File: src/rtl/rob_commit_unit_pkg.sv
// Shared Tomasulo definitions for the reorder buffer and reservation-station logic.
// Holds the default sizing of the reorder buffer and the per-entry state encoding.
package rob_commit_unit_pkg;

  localparam int ROB_DEPTH  = 8;
  localparam int ROB_DATA_W = 16;
  localparam int ROB_REG_W  = 4;

  typedef enum logic [1:0] {
    ENT_FREE   = 2'd0,
    ENT_ISSUED = 2'd1,
    ENT_DONE   = 2'd2
  } ent_state_e;

endpackage

File: src/rtl/rob_entry_array.sv
// Reorder-buffer entry storage: per-entry state, destination register and result.
// Ports:
//   clock, reset           - clock and synchronous active-high reset
//   flush                  - frees every entry
//   alloc_en/idx/dest      - marks entry idx ISSUED with its destination
//   cdb_valid/tag/data     - result broadcast; written only into an ISSUED entry
//   retire_en              - frees the entry at head_idx
//   head_idx               - entry presented on head_state/head_dest/head_data
module rob_entry_array
  import rob_commit_unit_pkg::*;
#(
  parameter int DEPTH  = ROB_DEPTH,
  parameter int DATA_W = ROB_DATA_W,
  parameter int REG_W  = ROB_REG_W,
  parameter int TAG_W  = $clog2(DEPTH)
) (
  input  logic              clock,
  input  logic              reset,
  input  logic              flush,
  input  logic              alloc_en,
  input  logic [TAG_W-1:0]  alloc_idx,
  input  logic [REG_W-1:0]  alloc_dest,
  input  logic              cdb_valid,
  input  logic [TAG_W-1:0]  cdb_tag,
  input  logic [DATA_W-1:0] cdb_data,
  input  logic              retire_en,
  input  logic [TAG_W-1:0]  head_idx,
  output ent_state_e        head_state,
  output logic [REG_W-1:0]  head_dest,
  output logic [DATA_W-1:0] head_data
);

  ent_state_e        state_q [DEPTH];
  ent_state_e        state_d [DEPTH];
  logic [REG_W-1:0]  dest_q  [DEPTH];
  logic [REG_W-1:0]  dest_d  [DEPTH];
  logic [DATA_W-1:0] data_q  [DEPTH];
  logic [DATA_W-1:0] data_d  [DEPTH];

  // A freshly allocated entry is still FREE when sampled, so a broadcast to the
  // tag being allocated in the same cycle never lands. Allocation and retirement
  // can never address the same entry: that needs head == tail with count in (0, DEPTH).
  always_comb begin
    state_d = state_q;
    dest_d  = dest_q;
    data_d  = data_q;
    for (int i = 0; i < DEPTH; i++) begin
      if (alloc_en && (alloc_idx == TAG_W'(i))) begin
        state_d[i] = ENT_ISSUED;
        dest_d[i]  = alloc_dest;
      end else if (retire_en && (head_idx == TAG_W'(i))) begin
        state_d[i] = ENT_FREE;
      end else if (cdb_valid && (cdb_tag == TAG_W'(i)) && (state_q[i] == ENT_ISSUED)) begin
        state_d[i] = ENT_DONE;
        data_d[i]  = cdb_data;
      end
    end
  end

  always_ff @(posedge clock) begin
    if (reset || flush) begin
      for (int i = 0; i < DEPTH; i++) state_q[i] <= ENT_FREE;
    end else begin
      state_q <= state_d;
    end
    dest_q <= dest_d;
    data_q <= data_d;
  end

  assign head_state = state_q[head_idx];
  assign head_dest  = dest_q[head_idx];
  assign head_data  = data_q[head_idx];

endmodule

File: src/rtl/rob_commit_unit.sv
// In-order commit unit of a reorder buffer.
// Ports:
//   clock, reset                       - clock and synchronous active-high reset
//   alloc_valid/alloc_dest             - issue request and its destination register
//   alloc_ready/alloc_tag              - space available / tag granted (tail pointer)
//   cdb_valid/cdb_tag/cdb_data         - common-data-bus result broadcast
//   flush                              - discards every entry
//   commit_valid/dest/data/tag         - registered one-cycle retirement report
//   count/empty                        - occupancy
module rob_commit_unit
  import rob_commit_unit_pkg::*;
#(
  parameter int DEPTH  = ROB_DEPTH,
  parameter int DATA_W = ROB_DATA_W,
  parameter int REG_W  = ROB_REG_W
) (
  input  logic                       clock,
  input  logic                       reset,
  input  logic                       alloc_valid,
  input  logic [REG_W-1:0]           alloc_dest,
  output logic                       alloc_ready,
  output logic [$clog2(DEPTH)-1:0]   alloc_tag,
  input  logic                       cdb_valid,
  input  logic [$clog2(DEPTH)-1:0]   cdb_tag,
  input  logic [DATA_W-1:0]          cdb_data,
  input  logic                       flush,
  output logic                       commit_valid,
  output logic [REG_W-1:0]           commit_dest,
  output logic [DATA_W-1:0]          commit_data,
  output logic [$clog2(DEPTH)-1:0]   commit_tag,
  output logic [$clog2(DEPTH):0]     count,
  output logic                       empty
);

  localparam int TAG_W = $clog2(DEPTH);
  localparam int CNT_W = TAG_W + 1;

  logic [TAG_W-1:0]  head_q, head_d, tail_q, tail_d;
  logic [CNT_W-1:0]  count_q, count_d;
  ent_state_e        head_state;
  logic [REG_W-1:0]  head_dest;
  logic [DATA_W-1:0] head_data;
  logic              alloc_acc, cdb_hits_head, retire_now;
  logic [DATA_W-1:0] retire_data;

  logic              vld_p1;
  logic [REG_W-1:0]  dest_p1;
  logic [DATA_W-1:0] data_p1;
  logic [TAG_W-1:0]  tag_p1;

  rob_entry_array #(
    .DEPTH (DEPTH),
    .DATA_W(DATA_W),
    .REG_W (REG_W),
    .TAG_W (TAG_W)
  ) u_entries (
    .clock     (clock),
    .reset     (reset),
    .flush     (flush),
    .alloc_en  (alloc_acc),
    .alloc_idx (tail_q),
    .alloc_dest(alloc_dest),
    .cdb_valid (cdb_valid),
    .cdb_tag   (cdb_tag),
    .cdb_data  (cdb_data),
    .retire_en (retire_now),
    .head_idx  (head_q),
    .head_state(head_state),
    .head_dest (head_dest),
    .head_data (head_data)
  );

  // Ready comes from the registered count only, so a full buffer refuses an
  // allocation even in the cycle it retires.
  assign alloc_ready = (count_q < CNT_W'(DEPTH));
  assign alloc_acc   = alloc_valid && alloc_ready && !flush;

  // A broadcast that completes the head retires it in the same cycle, using the
  // bus data directly, so the commit appears one cycle after the broadcast.
  assign cdb_hits_head = cdb_valid && (cdb_tag == head_q) && (head_state == ENT_ISSUED);
  assign retire_now    = !flush && ((head_state == ENT_DONE) || cdb_hits_head);
  assign retire_data   = (head_state == ENT_DONE) ? head_data : cdb_data;

  always_comb begin
    head_d  = head_q;
    tail_d  = tail_q;
    count_d = count_q + CNT_W'(alloc_acc) - CNT_W'(retire_now);
    if (retire_now) head_d = head_q + TAG_W'(1);
    if (alloc_acc)  tail_d = tail_q + TAG_W'(1);
    if (flush) begin
      head_d  = '0;
      tail_d  = '0;
      count_d = '0;
    end
  end

  always_ff @(posedge clock) begin
    if (reset) begin
      head_q  <= '0;
      tail_q  <= '0;
      count_q <= '0;
    end else begin
      head_q  <= head_d;
      tail_q  <= tail_d;
      count_q <= count_d;
    end
  end

  // ---- stage p1: registered commit report ----
  always_ff @(posedge clock) begin
    if (reset) begin
      vld_p1  <= 1'b0;
      dest_p1 <= '0;
      data_p1 <= '0;
      tag_p1  <= '0;
    end else begin
      vld_p1 <= retire_now;
      if (retire_now) begin
        dest_p1 <= head_dest;
        data_p1 <= retire_data;
        tag_p1  <= head_q;
      end
    end
  end

  assign commit_valid = vld_p1;
  assign commit_dest  = dest_p1;
  assign commit_data  = data_p1;
  assign commit_tag   = tag_p1;
  assign alloc_tag    = tail_q;
  assign count        = count_q;
  assign empty        = (count_q == '0);

endmodule
File: config.mk
export PLATFORM = sky130hd
export DESIGN_NAME = rob_commit_unit
export DESIGN_NICKNAME = d
export VERILOG_FILES = /design/src/rtl/rob_commit_unit_pkg.sv /design/src/rtl/rob_entry_array.sv /design/src/rtl/rob_commit_unit.sv
export SDC_FILE = /design/constraint.sdc
export NUM_CORES = 1
export LEC_CHECK = 0
export ABC_AREA = 1
export CORE_MARGIN = 2
export CORE_UTILIZATION = 50
export DETAILED_ROUTE_END_ITERATION = 16
export PLACE_DENSITY = 0.75
export SETUP_SLACK_MARGIN = 0.15
export SLEW_MARGIN = 15
export SYNTH_ARGS = -nofsm -noshare
export SYNTH_HDL_FRONTEND = slang
export SYNTH_SLANG_ARGS = --single-unit
File: constraint.sdc
create_clock -name clock -period 3.5 [get_ports clock]
set_input_delay 0.875 -clock clock [delete_from_list [all_inputs] [get_ports clock]]
set_output_delay 0.875 -clock clock [all_outputs]
set_load 0.005 [all_outputs]
== Word-level counts from Yosys, hierarchy flattened ==
Index checks and enable logic that the tools add are counted.
Storage, ports and cells
  flip-flop bits (word level): 210
  logic and storage cells: 197
  bits of input ports: 28
  output and inout bits: 33
Operators by class
  $lt $le $gt $ge: 2
  reductions and logical operators: 69
  bitwise gates (word level): 17
  add/sub/neg operators: 4
  multiplexer cells: 34
  eq/ne operators: 32
Operators by type and width (count)
  binary-select mux 16 bit (select 3 bit): 1
  two-way mux 16 bit: 3
  logical AND 1 bit: 37
  == test 3 bit, second input constant: 12
  two-way mux 1 bit: 24
  AND reduction 3 bit: 8
  nonzero test 3 bit: 8
  OR reduction 3 bit: 8
  == test 2 x 1 -> 1 bit, second input constant: 9
  == test 3 x 2 -> 1 bit, second input constant: 6
  inverter 1 bit: 16
  binary-select mux 4 bit (select 3 bit): 1
  == test 3 x 1 -> 1 bit, second input constant: 3
  logical NOT 3 bit: 3
  two-way mux 4 bit: 2
  adder 3 x 1 -> 3 bit, second input constant: 2
  binary-select mux 2 bit (select 3 bit): 1
  adder 4 x 1 -> 4 bit: 1
  >= comparator 4 bit, second input constant: 1
  logical NOT 4 bit: 1
  less-than comparator 4 bit, second input constant: 1
  two-way mux 2 bit: 2
  inverter 3 -> 4 bit: 1
  subtractor 4 x 1 -> 4 bit: 1
  other kinds (5): 6

== Logic depth before layout (Yosys ltp) ==
  depth in word-level cells: 11
  gate-level depth with buffers: 21
  gate-level depth less buffers: 19

== Modules after synthesis ==
A second synthesis with hierarchy kept.
Second synthesis, totals
  cells, all modules: 902
  area total of the unflattened synthesis: 8972.4 um2
Modules (own cells, without submodules)
  rob_entry_array: area an instance 7124.3 um2, instances 1, sequential area each 5124.9 um2, cells each 638
  rob_commit_unit: area an instance 1848.0 um2, instances 1, sequential area each 680.7 um2, cells each 264

== Worst setup path after synthesis ==
OpenSTA, ideal clock, no wires.
  kind: input-to-reg
  from: input cdb_tag[2]
  to: register count_q[2], in the netlist count[2]
  setup slack: 642 ps
  path buffers: 1
  cell stages on the path: 17
  setup time: 128 ps
  data required time: 3372 ps
  data arrival time: 2730 ps
  path through: inv_1 -> nand2_1 -> o21ai_1 -> inv_1 -> nor2_1 -> nand3_1 -> nand2_4 -> nand2_4 -> inv_4 -> buf_6 -> ha_1 -> inv_1 -> ha_1 -> inv_1 -> fa_1 -> xor2_1 -> nor2_1
On the way
  longest elaborated chain between the ends: 6
Ends and longest elaborated chain
  start: declaration: RTL line rob_commit_unit.sv:24  | input logic [$clog2(DEPTH)-1:0] cdb_tag,
  == test 3 bit: RTL line rob_commit_unit.sv:80  | assign cdb_hits_head = cdb_valid && (cdb_tag == head_q) && (head_state == ENT_ISSUED);
  logical AND 1 bit (2 in a row): RTL line rob_commit_unit.sv:80
  logical OR 1 bit: RTL line rob_commit_unit.sv:81  | assign retire_now = !flush && ((head_state == ENT_DONE) || cdb_hits_head);
  logical AND 1 bit: RTL line rob_commit_unit.sv:81
  via retire_now: RTL line rob_commit_unit.sv:43  | logic alloc_acc, cdb_hits_head, retire_now;
  subtractor 4 x 1 -> 4 bit: RTL line rob_commit_unit.sv:87  | count_d = count_q + CNT_W'(alloc_acc) - CNT_W'(retire_now);
  end signal: assignment: RTL line rob_commit_unit.sv:105  | count_q <= count_d;
  end: declaration: RTL line rob_commit_unit.sv:39  | logic [CNT_W-1:0] count_q, count_d;
The timed path passes the listed nets, and every way through them passes these cells.
A chain may end at the register's enable or synchronous reset.

== Worst setup path after layout ==
  from: register head_q[0]
  to: register count_q[2], in the netlist count[2]
On the way
  longest elaborated chain between the ends: 9
  elaborated cells between the ends (all ways): 12
  those cells by class: add/sub: 1; eq/ne: 3; mux: 3; bitwise: 1; reduce/logical: 4
Ends and longest elaborated chain
  start: declaration: RTL line rob_commit_unit.sv:38  | logic [TAG_W-1:0] head_q, head_d, tail_q, tail_d;
  start signal: assignment: RTL line rob_commit_unit.sv:99  | head_q <= '0;
  start signal: assignment: RTL line rob_commit_unit.sv:103  | head_q <= head_d;
  inverter 3 -> 4 bit (implied by the code): RTL line rob_entry_array.sv:70  | assign head_state = state_q[head_idx];
  binary-select mux 2 bit (select 3 bit): RTL line rob_entry_array.sv:70
  two-way mux 2 bit (implied by the code) (2 in a row): RTL line rob_entry_array.sv:70
  == test 2 x 1 -> 1 bit: RTL line rob_commit_unit.sv:80
  logical AND 1 bit: RTL line rob_commit_unit.sv:80
  logical OR 1 bit *: RTL line rob_commit_unit.sv:81
  logical AND 1 bit *: RTL line rob_commit_unit.sv:81
  subtractor 4 x 1 -> 4 bit *: RTL line rob_commit_unit.sv:87
Every way passes the cells marked *; elsewhere a longest branch is shown, timed or not. The select of a mux whose other input is x is not followed.

==> flow_metrics.tcl <==
set metrics [dict create \
    clockRootBuffer "clkbuf_16" \
    final_common_cell "nand2_1" \
    hpwl_mm 12.6 \
    place.gp.congestion 0.915 \
    fin_skew_ns 0.00916 \
    tightest_slew_ns 0.724 \
    hold_class "flip-flop to flip-flop" \
    numPortBuffers 60 \
    status "finished, final reports clean" \
    grt_max_degree 66 \
    ys_ff_latch 210 \
    critPathArrivalTime_ns 3.44 \
    finalCriticalPeriod_ns 3.07 \
    wl_mm 21.0 \
    setup_viol 0 \
    synth_nets 969 \
    drc 0 \
    synth_top_area_share 0.531 \
    final-hold-violation-count 0 \
    ctsHoldBuffers 0 \
    max_cap_viol_count 0 \
    synthDistinctLibCells 27 \
    finalSetupTns_ns 0 \
    ios 61 \
    synthCells 923 \
    final_net_count 1037 \
    cp_max_fo 29 \
    tritoncts "done" \
    grt_use_total 0.216 \
    cts_setup_buffers 0 \
    synth_area_sq_um 9050 \
    vias 6722 \
    drtIter0Drc 696 \
    pwr-share-comb 0.030 \
    fmax_ghz 0.326 \
    leakagePower_nw 4.07 \
    viasPerCell 5.43 \
    ctsHtreeMaxLevel 1 \
    powerDensity_nw_per_um2 482 \
    synth_area_leaders "edfxtp_1, nand2_1, dfxtp_1" \
    path_class "flip-flop to flip-flop" \
    cts_resized 0 \
    ctsLongestPathBuffers 3 \
    drt-pass1-iter-count 5 \
    wire_per_inst_microns 17.0 \
    power.share.clock 0.446 \
    grt_pass1_vias 6493 \
    p_sw_frac 0.198 \
    rsz0062_at_grt "no" \
    multi_input_area_sq_um 2740 \
    die_h_microns 139 \
    r2r_slack_ns 0.43 \
    antenna_found_initial 1 \
    clk_latency_ns 0.50 \
    avgSynthCellArea_sq_um 9.80 \
    fp.coreArea_sq_um 17800 \
    grt_pass1_wl_mm 33.2 \
    peakVddDrop_mv 0.335 \
    overflow 0 \
    net-switching-power_mw 1.02 \
    layout-drive-gt1-share 0.0735 \
    cts_buffers 22 \
    die_area_sq_um 19200 \
    fp.dieW_microns 139 \
    synth_top_cell_by_area "edfxtp_1" \
    p_int_mw 4.11 \
    clk_pin_slew_ns 0.06 \
    fin_util 0.597 \
    start_kind "flip-flop" \
    ant_nets 0 \
    yosysSeqAreaShare 0.642 \
    rows 49 \
    cts.sinks 210 \
    ys_warn_count 0 \
    cp.required_ns 3.87 \
    finalCritPeriodShare 0.877 \
    seqPwrFrac 0.524 \
    fillers 1453 \
    area_growth_pct 17.7 \
    slew_violations 0 \
    final_cell_mix "nand2_1, edfxtp_1, nand3_1" \
    worst_setup_path_end_kind "flip-flop" \
    initial_core_util 0.507 \
    slew_headroom 0.517 \
    regArea_sq_um 5810 \
]
layout make-up:
| class | instances | area share |
|---|---|---|
| sequential | 210 | 0.545 |
| multi-input combinational | 600 | 0.258 |
| timing repair buffer | 89 | 0.0768 |
| clock buffer | 32 | 0.0610 |
| tap | 229 | 0.0269 |
| inverter | 68 | 0.0249 |
| clock inverter | 8 | 0.00728 |
| antenna | 1 | 0.000235 |
worst max-delay path: stages, from the launching register on:
cell and delay (ns):
dfxtp_4 0.57, inv_4 0.13, nand2_1 0.08, nand3_1 0.07
nand3_1 0.10, nand2_1 0.12, inv_4 0.23, nand2_4 0.21
nand2_4 0.20, nand2_4 0.07, inv_4 0.05, ha_1 0.21
inv_1 0.06, ha_1 0.13, inv_1 0.06, fa_1 0.40
xor2_1 0.17, nor2_1 0.07
kinds of logic (layout without fill, tap and decap cells):
logic type,Yosys count,after routing,synth area share
compound gates,51,51,0.0285
xor+xnor,1,1,0.000968
fa+ha+maj,18,18,0.0257
buf+inv,113,197,0.0552
flops,210,210,0.642
other cells,0,1,0
simple gates,530,530,0.248
Yosys cell counts (all sizes together):
master  number
nor3b        1
a211oi       1
o21ai       35
ha          17
nor2        84
nor3         6
nor4         8
dfxtp       50
edfxtp     160
inv         66
buf         34
fa           1
nand4        1
xor2         1
a21oi       15
nand3      157
clkinv       2
nand2      273
clkbuf      11
worst paths after layout:
path                                startpoint              to  cells past startpoint
worst min register to register  commit_data[0]  commit_data[0]                      2
worst min-delay path            commit_data[0]  commit_data[0]                      2
worst max register to register       head_q[0]        count[2]                     17
worst max-delay path                 head_q[0]        count[2]                     17
through the flow:
step | cell area, sq um | setup WS [ns] | power [mW] | std cells | hold slack (ns)
after floorplan | 9050 | 0.642 | 2.80 | 923 | 0.463
final | 10700 | 0.430 | 5.13 | 1237 | 0.481
after detailed placement | 9920 | 0.0834 | 2.90 | 1196 | 0.474
after CTS | 10600 | 0.263 | 5.16 | 1236 | 0.484
after global routing | 10700 | 0.292 | 5.28 | 1236 | 0.510
after global placement | 9920 | 0.149 | 2.89 | 1196 | 0.462
power by group through the flow:
stage	sequential [mW]	clock [mW]	combinational [mW]
finish	2.69	2.29	0.154
global route	2.69	2.42	0.171
CTS	2.69	2.31	0.154
detailed placement	2.74	0	0.154
global placement	2.74	0	0.151
floorplan	2.74	0	0.0597
routing by layer:
layer | wire length (microns) | vias up | GRT usage
li1 | - | 3233 | -
met4 | 403 | 0 | 0.0720
met2 | 10200 | 263 | 0.363
met5 | 0 | - | 0
met3 | 1450 | 34 | 0.0336
met1 | 8910 | 3192 | 0.288
state kept, by name, summed over array words and instances, names as in the netlist:
register and count:
alloc_tag 3, head_q 3, commit_valid 1, commit_dest 4
u_entries.state_q 16, u_entries.dest_q 32, commit_data 16, commit_tag 3
count 4, u_entries.data_q 128
(Power assumes the default switching activity.)
==> edit: new RTL, config.mk and constraints unchanged <==
The package constant `ROB_DATA_W` goes from 16 to 12.
--- a/src/rtl/rob_commit_unit_pkg.sv
+++ b/src/rtl/rob_commit_unit_pkg.sv
@@ -5,3 +5,3 @@
   localparam int ROB_DEPTH  = 8;
-  localparam int ROB_DATA_W = 16;
+  localparam int ROB_DATA_W = 12;
   localparam int ROB_REG_W  = 4;
Interface: changed (resized cdb_data and commit_data); port bits go from 61 to 53. No check against the original RTL was run, so the function may have changed too.
==> edit against the unedited design <==
Area after synthesis decreased by 15%. Setup slack got worse by 0.071 ns. Clock power decreased by 16%. Final area decreased by 15%. Sequential cell count decreased by 36. Combinational power decreased by 9.7%. Total power decreased by 16%. Routed wire length decreased by 16%.
==> edit: results (changes against the unedited design) <==
- Maximum fanout encountered on the critical timing path: 13 (was 29)
* Number of enable flip-flop cells after synthesis: 128 (was 160)
* Average routed wire per standard cell: 16.6 um (was 17.0 um)
- Global routing met1 resource utilization: 31.5% (was 28.8%)
- Number of global-route vias before repair: 5531 (was 6493)
- Wire length on met2: 8.20 mm (was 10.2 mm)
* Clock network power consumption: 1.93 mW (was 2.29 mW)
* Max Root-Sink Buffers: 2 (was 3)
- Clock latency on the worst-skew pair: 0.43 ns (was 0.50 ns)
- Combinational power: 139 uW (was 154 uW)
- The post-synth net total came to 839 (was 969).
- Inserted Diodes: 0 (was 1)
* Outcome: finished, final reports clean (unchanged)
- Transition time at the pin with the least slew margin: 0.756 ns (was 0.724 ns)
- Average cell area after synthesis: 9.60 um2 (was 9.80 um2)
* Number of antenna violations at the first check in global routing: 0 (was 1)
* Met2 routing resource usage after global routing: 36.6% (was 36.3%)
- Largest registers: u_entries.data_q (96), u_entries.dest_q (32), u_entries.state_q (16) (was u_entries.data_q (128), u_entries.dest_q (32)).
- Filler Cell Count: 1254 (was 1453)
- The HPWL after detailed placement was 11.1 mm (was 12.6 mm).
- Post-DP Area: 0.00843 mm2 (was 0.00992 mm2)
- The count of input and output buffers was 52 (was 60).
* Post-detailed-route via-to-cell ratio: 5.42 (was 5.43)
- Placed Cells: 1031 (was 1196)
- The leakage power is 3.53 nW (was 4.07 nW).
- Met3 wirelength from detailed routing: 1.42 mm (was 1.45 mm)
- GRT Overall Usage: 23.1% (was 21.6%)
- The met1 layer wirelength in the final routing was 7.71 mm (was 8.91 mm).
* Final net count: 904 (was 1037)
[edit: cells by family after synthesis]
logic type	share of synthesized area [%]
AO/OA/AOI/OAI	3.20
adder cells (fa/ha/maj)	3.04
AND/OR/NAND/NOR	25.0
flip-flops	62.3
XOR/XNOR	0.114
buffers and inverters	6.34
[edit: final cells by class]
cell class	count	share of cell area, %
Timing Repair Buffer	85	8.48
Tap cell	188	2.60
Inverter	68	2.91
Clock buffer	25	5.48
Clock inverter	7	1.20
Multi-Input combinational cell	516	26.7
Sequential cell	174	52.6
[edit: worst paths after layout]
path	from	endpoint	slack, ns	cells past startpoint
setup reg to reg	head_q[0]$_SDFFE_PP0P_	count[2]$_SDFF_PP0_	0.36	19
hold / removal	commit_tag[0]$_SDFFE_PP0P_	commit_tag[0]$_SDFFE_PP0P_	0.47	2
hold reg to reg	commit_tag[0]$_SDFFE_PP0P_	commit_tag[0]$_SDFFE_PP0P_	0.47	2
setup / recovery	head_q[0]$_SDFFE_PP0P_	count[2]$_SDFF_PP0_	0.36	19
